--- src/rtl/centroid_divider.sv ---
// Per-cluster centroid update: three lock-step 8-bit restoring dividers that share one
// pixel-count divisor and turn the colour sums into floor(sum/count), saturating at 8'hFF.
module centroid_divider #(
  parameter int E     = 16,
  parameter int T     = 16,
  parameter int ACC_W = $clog2(255 * 4000 * E * T),
  parameter int CNT_W = $clog2(4000 * E * T)
) (
  input  logic             clk,
  input  logic             rst,
  input  logic             in_valid,
  output logic             in_ready,
  input  logic [ACC_W-1:0] red_sum,
  input  logic [ACC_W-1:0] green_sum,
  input  logic [ACC_W-1:0] blue_sum,
  input  logic [CNT_W-1:0] count,
  input  logic [23:0]      old_centroid,
  output logic             out_valid,
  input  logic             out_ready,
  output logic [23:0]      centroid,
  output logic             empty,
  output logic [2:0]       ovf
);

  // Wide enough for the sums and for count<<8, plus a guard bit for the compare.
  localparam int W = ((ACC_W > CNT_W + 8) ? ACC_W : CNT_W + 8) + 1;

  typedef enum logic [1:0] {IDLE, DIV, DONE} state_t;

  state_t         state, state_nxt;
  logic [W-1:0]   rem     [3];
  logic [W-1:0]   rem_nxt [3];
  logic [7:0]     q       [3];
  logic [7:0]     q_nxt   [3];
  logic [W-1:0]   sum_ext [3];
  logic [CNT_W-1:0] div;
  logic [2:0]     sat;
  logic [2:0]     sat_cap;
  logic [2:0]     idx;
  logic [W-1:0]   trial;
  logic [W-1:0]   sat_lim;

  function automatic logic saturates(input logic [W-1:0] sum, input logic [W-1:0] lim);
    return sum >= lim;
  endfunction

  assign sum_ext[0] = W'(red_sum);
  assign sum_ext[1] = W'(green_sum);
  assign sum_ext[2] = W'(blue_sum);
  assign sat_lim    = W'(count) << 8;
  assign trial      = W'(div) << idx;

  always_comb begin
    for (int c = 0; c < 3; c++) begin
      sat_cap[2-c] = saturates(sum_ext[c], sat_lim);
      rem_nxt[c]   = rem[c];
      q_nxt[c]     = q[c];
      if (!sat[2-c] && rem[c] >= trial) begin
        rem_nxt[c]    = rem[c] - trial;
        q_nxt[c][idx] = 1'b1;
      end
    end
  end

  always_comb begin
    state_nxt = state;
    in_ready  = (state == IDLE) && !rst;
    out_valid = (state == DONE);
    case (state)
      IDLE: if (in_valid) state_nxt = (count == '0) ? DONE : DIV;
      DIV:  if (idx == 3'd0) state_nxt = DONE;
      DONE: if (out_ready) state_nxt = IDLE;
      default: state_nxt = IDLE;
    endcase
  end

  always_ff @(posedge clk) begin
    if (rst) begin
      state    <= IDLE;
      centroid <= 24'h0;
      empty    <= 1'b0;
      ovf      <= 3'b000;
    end else begin
      state <= state_nxt;
      if (state == IDLE && in_valid) begin
        div <= count;
        sat <= sat_cap;
        idx <= 3'd7;
        for (int c = 0; c < 3; c++) begin
          rem[c] <= sum_ext[c];
          q[c]   <= sat_cap[2-c] ? 8'hFF : 8'h00;
        end
        if (count == '0) begin
          centroid <= old_centroid;
          empty    <= 1'b1;
          ovf      <= 3'b000;
        end
      end else if (state == DIV) begin
        for (int c = 0; c < 3; c++) begin
          rem[c] <= rem_nxt[c];
          q[c]   <= q_nxt[c];
        end
        idx <= idx - 3'd1;
        // Last bit resolved this cycle: publish the finished quotients.
        if (idx == 3'd0) begin
          centroid <= {q_nxt[0], q_nxt[1], q_nxt[2]};
          empty    <= 1'b0;
          ovf      <= sat;
        end
      end
    end
  end

endmodule

--- config.mk ---
export PLATFORM = sky130hd
export DESIGN_NAME = centroid_divider
export DESIGN_NICKNAME = d
export VERILOG_FILES = /design/src/rtl/centroid_divider.sv
export SDC_FILE = /design/constraint.sdc
export NUM_CORES = 1
export LEC_CHECK = 0
export BUFFER_PORTS_ARGS = -buffer_cell sky130_fd_sc_hd__buf_2
export CAP_MARGIN = 40
export CORE_MARGIN = 4
export CORE_UTILIZATION = 42
export DETAILED_ROUTE_END_ITERATION = 16
export PLACE_DENSITY_LB_ADDON = 0.1
export RECOVER_POWER = 100
export SLEW_MARGIN = 40
export SYNTH_ARGS = -nofsm -noshare
export SYNTH_HDL_FRONTEND = slang
export SYNTH_SLANG_ARGS = --single-unit
--- constraint.sdc ---
create_clock -name clk -period 5.88 [get_ports clk]
set_input_delay 1.176 -clock clk [delete_from_list [all_inputs] [get_ports clk]]
set_output_delay 1.176 -clock clk [all_outputs]
set_load 0.02 [all_outputs]
==> results.cfg, run 1 <==
[status]
status = complete, but fails checks
violations = capacitance limit, slew limit

[route]
drc = 0
wl_um = 44000
top_layer_used = met4
routed_via_density = 5.86
wl_per_cell_um = 21.7
num_vias = 11872
firstDrtPassIters = 5
drtIter0Drc = 990
dr_wl_met2_um = 19400
route.met3.wl_um = 2880
wl_met1_um = 20900
ant_nets = 0

[critical_path]
cp_max_fo = 23
critPathBufInv = 1
critPathSlowestCell = a2111oi_0
cp_data_required_time_ps = 6010
crit_arrival_ps = 5300
crit_chain = buf_4, mux2_1, o21ai_0, nor2_1, a21oi_1, ha_1, nand2_1, o21ai_0, a21oi_1, o21ai_0, a41oi_1, o21ai_0, a2111oi_0, xnor2_1, nor2_1
worst_path_dominant_cell_family = compound AO/OA/AOI/OAI gates
path_class = reg2reg
crit_path_max_incr_delay_ps = 570
critPathMostFrequentCell = o21ai_0
worst_setup_path_end_kind = flop
startpoint_type = flop

[sta]
period_share_pct = 88.0
setup_tns_ps = 0
slew_headroom_pct = -22.0
max_freq_mhz = 193
worst_pin_slew_ps = 1830
grt_setup_unrepaired = false
finalSetupViolCount = 0
hold_viol_final = 0
min_period_ps = 5170
slew_viol_final = 137
whs_ps = 467
finClkSkew_ps = 19.1
finalWorstSetupSlack_ps = 706

[floorplanning]
start_util_pct = 42.9
dieArea_sq_um = 34400
io_pins = 162
die_y_um = 186
core-area_sq_um = 30800
placementRows = 64
dieWidth_um = 186

[synth]
synth_adder_area_share_pct = 14.0
synth_top_family_by_area = compound AO/OA/AOI/OAI gates
yosys.area.top_type_share_pct = 31.1
synth_area_leaders = edfxtp_1, ha_1, nand2_1
synth_nets = 1754
synth_enable_flop_cells = 137
synth.distinct_cells = 80
async_flop_share_pct = 0
synth-simple-area-share_pct = 17.0
yosysTopAreaCell = edfxtp_1
synth_flop_cell = edfxtp_1
yosys_register_bits = 167
ys_seq_area_share_pct = 35.6
syn_inst = 1476
synth_compound_area_share_pct = 22.0
synth.avg_cell_area_sq_um = 8.97
yosys_warnings = 0
yosys.area_share.xor_xnor_pct = 4.83
synth_most_common_cell = nand2_1
muxShareOfSynthArea_pct = 2.75
netlist_area_sq_um = 13200
ys_top_cells_by_count = nand2_1, ha_1, edfxtp_1, a21oi_1, nor2_1

[power_and_ir_drop]
share_comb_of_total_power_pct = 41.2
p_switching_mw = 1.71
p_int_mw = 2.70
ir_drop_uv = 211
p_leak_nw = 6.22
p_clk_share_pct = 25.4
p_seq_share_pct = 33.4
power.density_nw_per_um2 = 296
sw_frac_of_total_pct = 38.7

[clock_tree]
numClockSinks = 167
clk_pin_slew_ps = 70
cts_buffers = 17
insertion_delay_ps = 450
cts_tree = yes
hold_buffers = 0
root_buffer = clkbuf_16
post_cts_buffers = 0
cts_resized = 0
ctsHtreeMaxLevel = 4
clockBufferDepth = 2

[finish]
layout.nets = 1896
drive_gt1_share_pct = 11.2
postLayoutCoreUtil_pct = 48.4
fin_area_sq_um = 14900
antenna_cells = 0
area_delta_synth_final_pct = 12.6

[global_routing]
grt_pass1_wl_um = 66600
grt_pass1_vias = 11292
track_usage_pct = 25.2
grt.overflow.total = 0
grt_max_degree = 100
antenna_found_initial = 1

[worst_hold_path]
hold_class = reg2reg

[placement]
place_ws_ps = 1020
hpwl_um = 34600
portBuffers = 161
gp_congestion = 0.906
place_area_sq_um = 14500

[flow_run]
cap_viol_max_count = 2
==> registers in the layout, summed over array words and instances, names as in the netlist <==
name / count
centroid: 24
empty: 1
rem: 87
idx: 3
q: 24
div: 20
ovf: 3
sat: 3
state: 2
==> layout make-up <==
class,count,area [sq um]
fill,3045,15900
multi-input combinational,1186,8020
sequential,167,4710
timing repair buffer,189,918
tap,396,495
clock buffer,18,429
inverter,57,214
clock inverter,14,123
==> per-layer routing <==
metal / up-vias / GRT usage, %
li1: 5788 / -
met1: 5611 / 38.1
met2: 436 / 38.9
met3: 37 / 2.70
met4: 0 / 6.27
met5: - / 0
==> power by group through the flow <==
stage	Sequential [mW]	Combinational [mW]	Clock, mW
2_1_floorplan	1.48	1.30	0
3_3_place_gp	1.49	1.81	0
3_5_place_dp	1.49	1.82	0
4_1_cts	1.47	1.83	1.14
5_1_grt	1.48	2.01	1.18
6_report	1.47	1.82	1.12
==> cell families after synthesis <==
kind of cell / count (synthesis)
and+or+nand+nor: 486
AOI/OAI and AO/OA: 449
DFF: 167
adders and majority gates: 146
buffers and inverters: 123
xor gates and xnor gates: 73
muxes: 32
==> worst min-delay path, delay by kind of cell (launching register included) <==
kind / cells / cell delay, ps
and+or+nand+nor: 1 / 50
DFF: 1 / 320
AOI/OAI and AO/OA: 1 / 50
==> placed cells by master (no fill, tap or decap), types with 6 or more instances in the layout <==
master / n
a211oi_1: 18
a21boi_0: 8
a21o_1: 52
a21oi_1: 122
a311oi_1: 15
a31o_2: 6
a31oi_1: 12
and3_1: 8
buf_2: 109
buf_4: 18
clkbuf_1: 61
clkbuf_16: 17
dfxtp_1: 30
edfxtp_1: 137
ha_1: 143
inv_1: 57
mux2i_1: 24
nand2_1: 205
nand2b_1: 9
nand3_1: 30
nand4_1: 27
nor2_1: 104
nor2b_1: 21
nor3_1: 29
nor4_1: 9
o211ai_1: 7
o21a_1: 12
o21ai_0: 99
o21ai_1: 14
o21bai_1: 16
o22ai_1: 6
o31a_1: 10
o31ai_1: 10
o41ai_1: 7
or3_1: 6
xnor2_1: 42
xor2_1: 31
==> stage by stage <==
stage	instances	total power, mW
floorplan	1476	2.78
global placement	1994	3.31
detailed placement	1995	3.31
CTS	2027	4.44
global route	2027	4.67
finish	2027	4.41
==> worst paths after layout <==
| check | slack [ps] | start | depth (start not counted) | end |
|---|---|---|---|---|
| max | 710 | idx[0]$_SDFFCE_PP1P_ | 15 | rem[0][28]$_SDFFCE_PN0P_ |
| min | 470 | empty$_SDFFE_PP0P_ | 2 | empty$_SDFFE_PP0P_ |
| max reg2reg | 710 | idx[0]$_SDFFCE_PP1P_ | 15 | rem[0][28]$_SDFFCE_PN0P_ |
| min reg2reg | 470 | empty$_SDFFE_PP0P_ | 2 | empty$_SDFFE_PP0P_ |
(Power assumes the default switching activity.)
==> inputs of run 2 (changes only) <==
--- a/config.mk
+++ b/config.mk
@@ -8,7 +8,7 @@
 export BUFFER_PORTS_ARGS = -buffer_cell sky130_fd_sc_hd__buf_2
 export CAP_MARGIN = 40
 export CORE_MARGIN = 4
-export CORE_UTILIZATION = 42
+export CORE_UTILIZATION = 54
 export DETAILED_ROUTE_END_ITERATION = 16
 export PLACE_DENSITY_LB_ADDON = 0.1
 export RECOVER_POWER = 100
==> run 2 against run 1 <==
Net effect:
- sequential power hardly changed
- combinational power is essentially flat
- global-route usage up 5.1 points
- maximum frequency decreased by 1.1%
- largest power group unchanged
- setup slack got worse by 58 ps
- final area fell by 0.23%
- critical path type unchanged
- the flow still finishes with violations (capacitance limit, slew limit)
==> results.cfg, run 2 (synthesis gave the netlist of run 1 again) <==
[route]
drtIter0Drc = 1241
routed_via_density = 6.17
ant_nets = 0
drc = 0
wl_um = 41500
firstDrtPassIters = 5
num_vias = 12076
wl_per_cell_um = 21.2

[sta]
finClkSkew_ps = 15.8
worst_pin_slew_ps = 1920
max_freq_mhz = 191
slew_viol_final = 140
finalSetupViolCount = 0
period_share_pct = 89.0
min_period_ps = 5230
setup_tns_ps = 0
slew_headroom_pct = -28.3
hold_viol_final = 0
grt_setup_unrepaired = false

[critical_path]
worst_path_dominant_cell_family = compound AO/OA/AOI/OAI gates
critPathBufInv = 5
crit_path_max_incr_delay_ps = 550
crit_chain = buf_6, clkbuf_1, mux2_1, o21ai_0, nor2_1, a21oi_1, clkbuf_1, ha_1, o21ai_0, nand2b_1, o41ai_1, clkbuf_1, o2111ai_1, a311o_1, a2111oi_4, nor2_1, nand2_1, nand2_1, buf_4
critPathMostFrequentCell = clkbuf_1
worst_setup_path_end_kind = flop
critPathSlowestCell = a2111oi_4
cp_data_required_time_ps = 6020
crit_arrival_ps = 5370
path_class = reg2reg
startpoint_type = flop
cp_max_fo = 29

[finish]
final_cell_mix = nand2_1, ha_1, edfxtp_1
layout.nets = 1899
layout_commonest_cell = nand2_1
reg_top3 = rem (87), centroid (24), q (24)
seqCellArea_sq_um = 4710
nFillCells = 2206
fin_area_sq_um = 14900
drive_gt1_share_pct = 11.7
antenna_cells = 0
largest_reg_flops = 87
regMostFlops = rem
area_delta_synth_final_pct = 12.4
multi_input_area_sq_um = 8000

[placement]
gp_congestion = 1.03
portBuffers = 161
hpwl_um = 32500
place_area_sq_um = 14400

[clock_tree]
cts_buffers = 17
cts_resized = 0
post_cts_buffers = 0
numClockSinks = 167
cts_tree = yes
root_buffer = clkbuf_16
clockBufferDepth = 2
insertion_delay_ps = 440
ctsHtreeMaxLevel = 4
hold_buffers = 0
clk_pin_slew_ps = 80

[global_routing]
track_usage_pct = 30.3
grt.overflow.total = 0
grt_pass1_vias = 11082
grt_pass1_wl_um = 63100
antenna_found_initial = 1
grt_max_degree = 103

[status]
violations = capacitance limit, slew limit
status = complete, but fails checks

[floorplanning]
dieArea_sq_um = 27100
io_pins = 162
core-area_sq_um = 24200
start_util_pct = 54.6
placementRows = 57
die_y_um = 165
dieWidth_um = 165

[power_and_ir_drop]
ir_drop_uv = 194
p_leak_nw = 6.26
power.density_nw_per_um2 = 299

[flow_run]
cap_viol_max_count = 2

[worst_hold_path]
hold_class = reg2reg
run 2: cell types whose count changed in the layout (fill, tap and decap cells not counted), moves of 3 or more:
cell	before	now
clkinv_1	3	0
o21ai_1	14	20
buf_4	18	22
o21ai_0	99	93
clkbuf_1	61	58
inv_4	0	5
run 2: worst paths after layout:
| check | slack, ps | cells after the start | to | from |
|---|---|---|---|---|
| worst max-delay path | 650 | 19 | rem[0][83]$_DFFE_PP_ | idx[0]$_SDFFCE_PP1P_ |
| worst min-delay path | 480 | 2 | centroid[1]$_SDFFE_PP0P_ | centroid[1]$_SDFFE_PP0P_ |
| worst max register to register | 650 | 19 | rem[0][83]$_DFFE_PP_ | idx[0]$_SDFFCE_PP1P_ |
| worst min register to register | 480 | 2 | centroid[1]$_SDFFE_PP0P_ | centroid[1]$_SDFFE_PP0P_ |
run 2: worst reg2reg max path, delay by kind of cell, from the launching register on:
family,cells,cell delay [ps]
AO/OA/AOI/OAI,7,1720
buffers and inverters,5,1270
adder cells (fa/ha/maj),1,330
flip-flops,1,530
AND/OR/NAND/NOR,5,690
multiplexers,1,380
run 2: final cells by class:
| cell class | instances | area share, % |
|---|---|---|
| inverters | 57 | 1.44 |
| repair buffers | 192 | 6.43 |
| clock buffers | 17 | 2.86 |
| well taps | 324 | 2.72 |
| multi-input cells | 1186 | 53.8 |
| flip-flops and latches | 167 | 31.7 |
| clock inverters | 15 | 1.08 |
run 2: metal layers:
| metal | track usage (%) | vias up | part of all wire [%] |
|---|---|---|---|
| met5 | 0 | - | 0.031 |
| met4 | 7.52 | 2 | 2.3 |
| met3 | 3.67 | 56 | 7.5 |
| met2 | 46.8 | 528 | 45 |
| met1 | 45.4 | 5696 | 46 |
| li1 | - | 5794 | - |
run 2: through the flow:
step           power [mW]  hold WS, ps  instances  utilization [%]  worst slack [ps]
2_1_floorplan        2.78          464       1476                -               146
3_3_place_gp         3.28          460       1924             59.3               677
3_5_place_dp         3.30          467       1926             59.5               948
4_1_cts              4.45          478       1958             61.9               885
5_1_grt              4.70          495       1958             61.4               320
6_report             4.45          475       1958             61.4               648
run 2: where the power goes:
group | total, mW | internal, mW | switching, mW
Combinational | 1.83 | 0.704 | 1.12
Sequential | 1.47 | 1.42 | 0.0553
Clock | 1.15 | 0.604 | 0.550
Total | 4.45 | 2.73 | 1.73
==> inputs of run 3 (changes only) <==
--- a/config.mk
+++ b/config.mk
@@ -7,8 +7,10 @@
 export LEC_CHECK = 0
 export BUFFER_PORTS_ARGS = -buffer_cell sky130_fd_sc_hd__buf_2
 export CAP_MARGIN = 40
+export CELL_PAD_IN_SITES_DETAIL_PLACEMENT = 0
+export CELL_PAD_IN_SITES_GLOBAL_PLACEMENT = 1
 export CORE_MARGIN = 4
-export CORE_UTILIZATION = 54
+export CORE_UTILIZATION = 46
 export DETAILED_ROUTE_END_ITERATION = 16
 export PLACE_DENSITY_LB_ADDON = 0.1
 export RECOVER_POWER = 100
==> constraint.sdc (replaced) <==
create_clock -name clk -period 5.73 [get_ports clk]
set_input_delay 1.146 -clock clk [delete_from_list [all_inputs] [get_ports clk]]
set_output_delay 1.146 -clock clk [all_outputs]
set_load 0.02 [all_outputs]
==> run 3 against run 2 <==
Net effect:
- the flow still finishes with violations (capacitance limit, slew limit)
- wire length grew 2.8%
- non-clock buffer count is 7 lower
- setup slack worse by 190 ps
- clock skew down 1.6 ps
- die area up 17%
- sequential power rose by 3%
- power up 2.9%
- critical path depth down 5
- highest routed layer unchanged
==> results.cfg, run 3 (synthesis gave the netlist of run 1 again) <==
[route]
drc = 0
num_vias = 11786
ant_nets = 0
firstDrtPassIters = 5
drtIter0Drc = 1085
wl_per_cell_um = 21.3
wl_um = 42600
routed_via_density = 5.88

[finish]
regMostFlops = rem
multi_input_area_sq_um = 8010
final_cell_mix = nand2_1, ha_1, edfxtp_1
antenna_cells = 0
fin_area_sq_um = 14900
nFillCells = 2759
layout.nets = 1892
drive_gt1_share_pct = 11.4
area_delta_synth_final_pct = 12.7
largest_reg_flops = 87
reg_top3 = rem (87), centroid (24), q (24)
layout_commonest_cell = nand2_1
seqCellArea_sq_um = 4710

[global_routing]
top_usage_layer = met2
grt_pass1_wl_um = 64400
met1_usage_pct = 39.5
grt.overflow.total = 0
grt_max_degree = 146
track_usage_pct = 26.6
antenna_found_initial = 0
grt_pass1_vias = 11130
gr-usage-met2_pct = 40.4
grt_util_met3_pct = 4.60

[critical_path]
critPathMostFrequentCell = a21oi_1
reg2reg_from = idx[1]$_SDFFCE_PP1P_
crit_path_max_incr_delay_ps = 700
path_class = reg2reg
reg2reg_slack_ps = 460
worstSetupStartpoint = idx[1]$_SDFFCE_PP1P_
setup.worst_path.end = rem[0][30]$_DFFE_PP_
worst_setup_path_end_kind = flop
crit_arrival_ps = 5330
r2r_cells = 14
startpoint_type = flop
r2r_end = rem[0][30]$_DFFE_PP_
critPathSlowestCell = clkbuf_2
crit_chain = inv_1, nand2_1, nor2_1, a21oi_1, ha_1, nand3_1, o221ai_1, a21oi_1, a21oi_1, a21oi_1, nor2_2, nand2_1, nand2_1, clkbuf_2
cp_max_fo = 29
cp_data_required_time_ps = 5790

[status]
status = complete, but fails checks
violations = capacitance limit, slew limit

[sta]
whs_ps = 469
worst_pin_slew_ps = 1580
finClkSkew_ps = 14.2
hold_viol_final = 0
min_period_ps = 5270
max_freq_mhz = 190
grt_setup_unrepaired = false
period_share_pct = 92.0
slew_headroom_pct = -5.33
slew_viol_final = 182
setup_tns_ps = 0
finalSetupViolCount = 0

[clock_tree]
clk_pin_slew_ps = 80
insertion_delay_ps = 440
post_cts_buffers = 0
cts_resized = 0
root_buffer = clkbuf_16
cts_tree = yes
cts_buffers = 17
clockBufferDepth = 2
numClockSinks = 167
hold_buffers = 0
ctsHtreeMaxLevel = 4

[floorplanning]
dieWidth_um = 178
core-area_sq_um = 28100
die_y_um = 178
start_util_pct = 47.1
placementRows = 61
io_pins = 162
dieArea_sq_um = 31600

[power_and_ir_drop]
share_comb_of_total_power_pct = 40.3
ir_drop_uv = 226
p_seq_share_pct = 33.0
p_switching_mw = 1.78
p_leak_nw = 6.25
p_clk_share_pct = 26.8
sw_frac_of_total_pct = 38.8
power.density_nw_per_um2 = 307
p_int_mw = 2.80

[placement]
portBuffers = 161
place_area_sq_um = 14400
hpwl_um = 33600
gp_congestion = 0.901

[flow_run]
cap_viol_max_count = 2

[worst_hold_path]
hold_class = reg2reg
run 3: cell types whose count changed in the layout (fill, tap and decap cells not counted), moves of 3 or more:
cell,delta
buf_4,-6
inv_4,-5
and2_1,+4
inv_8,+4
and2_0,-3
clkinv_4,+3
inv_6,-3
o21ai_0,+3
run 3: worst min-delay path by stage:
stage                       start                        end  slack, ps  cells past startpoint
2_1_floorplan   q[0][2]$_DFFE_PP_  centroid[18]$_SDFFE_PP0P_        460                      2
3_3_place_gp   empty$_SDFFE_PP0P_         empty$_SDFFE_PP0P_        450                      2
3_5_place_dp   empty$_SDFFE_PP0P_         empty$_SDFFE_PP0P_        460                      2
6_report       empty$_SDFFE_PP0P_         empty$_SDFFE_PP0P_        470                      2
5_1_grt        empty$_SDFFE_PP0P_         empty$_SDFFE_PP0P_        510                      2
4_1_cts        empty$_SDFFE_PP0P_         empty$_SDFFE_PP0P_        470                      2
run 3: metrics by stage:
step           power (mW)  instances  util (%)  setup WS (ps)
2_1_floorplan        2.85       1476         -            780
3_3_place_gp         3.36       1972      51.3            508
3_5_place_dp         3.37       1973      51.4            697
4_1_cts              4.60       2005      53.6            651
5_1_grt              4.86       2005      53.1            196
6_report             4.58       2005      53.1            459
run 3: area by class of cell:
cell class	instances	area share (%)
timing repair buffer	185	6.05
sequential	167	31.6
multi-input combinational	1186	53.6
clock buffer	18	2.94
clock inverter	14	1.17
tap	378	3.17
inverter	57	1.43
run 3: layer usage:
layer,share of wire [%],vias up
met4,1.7,2
li1,-,5773
met2,44,345
met3,5.4,43
met5,0.27,-
met1,49,5623
run 3: critical path, delay by kind of cell, from the launching register on:
kind | cells | cell delay, ps
compound gates | 5 | 1720
simple gates | 6 | 1240
buf+inv | 2 | 1090
fa+ha+maj | 1 | 440
flops | 1 | 390
run 3: power by group through the flow:
stage               Clock (mW)  Combinational (mW)  Sequential [mW]
finish                    1.23                1.85             1.51
global placement             0                1.82             1.54
CTS                       1.24                1.85             1.51
global route              1.30                2.04             1.52
detailed placement           0                1.84             1.53
floorplan                    0                1.33             1.52
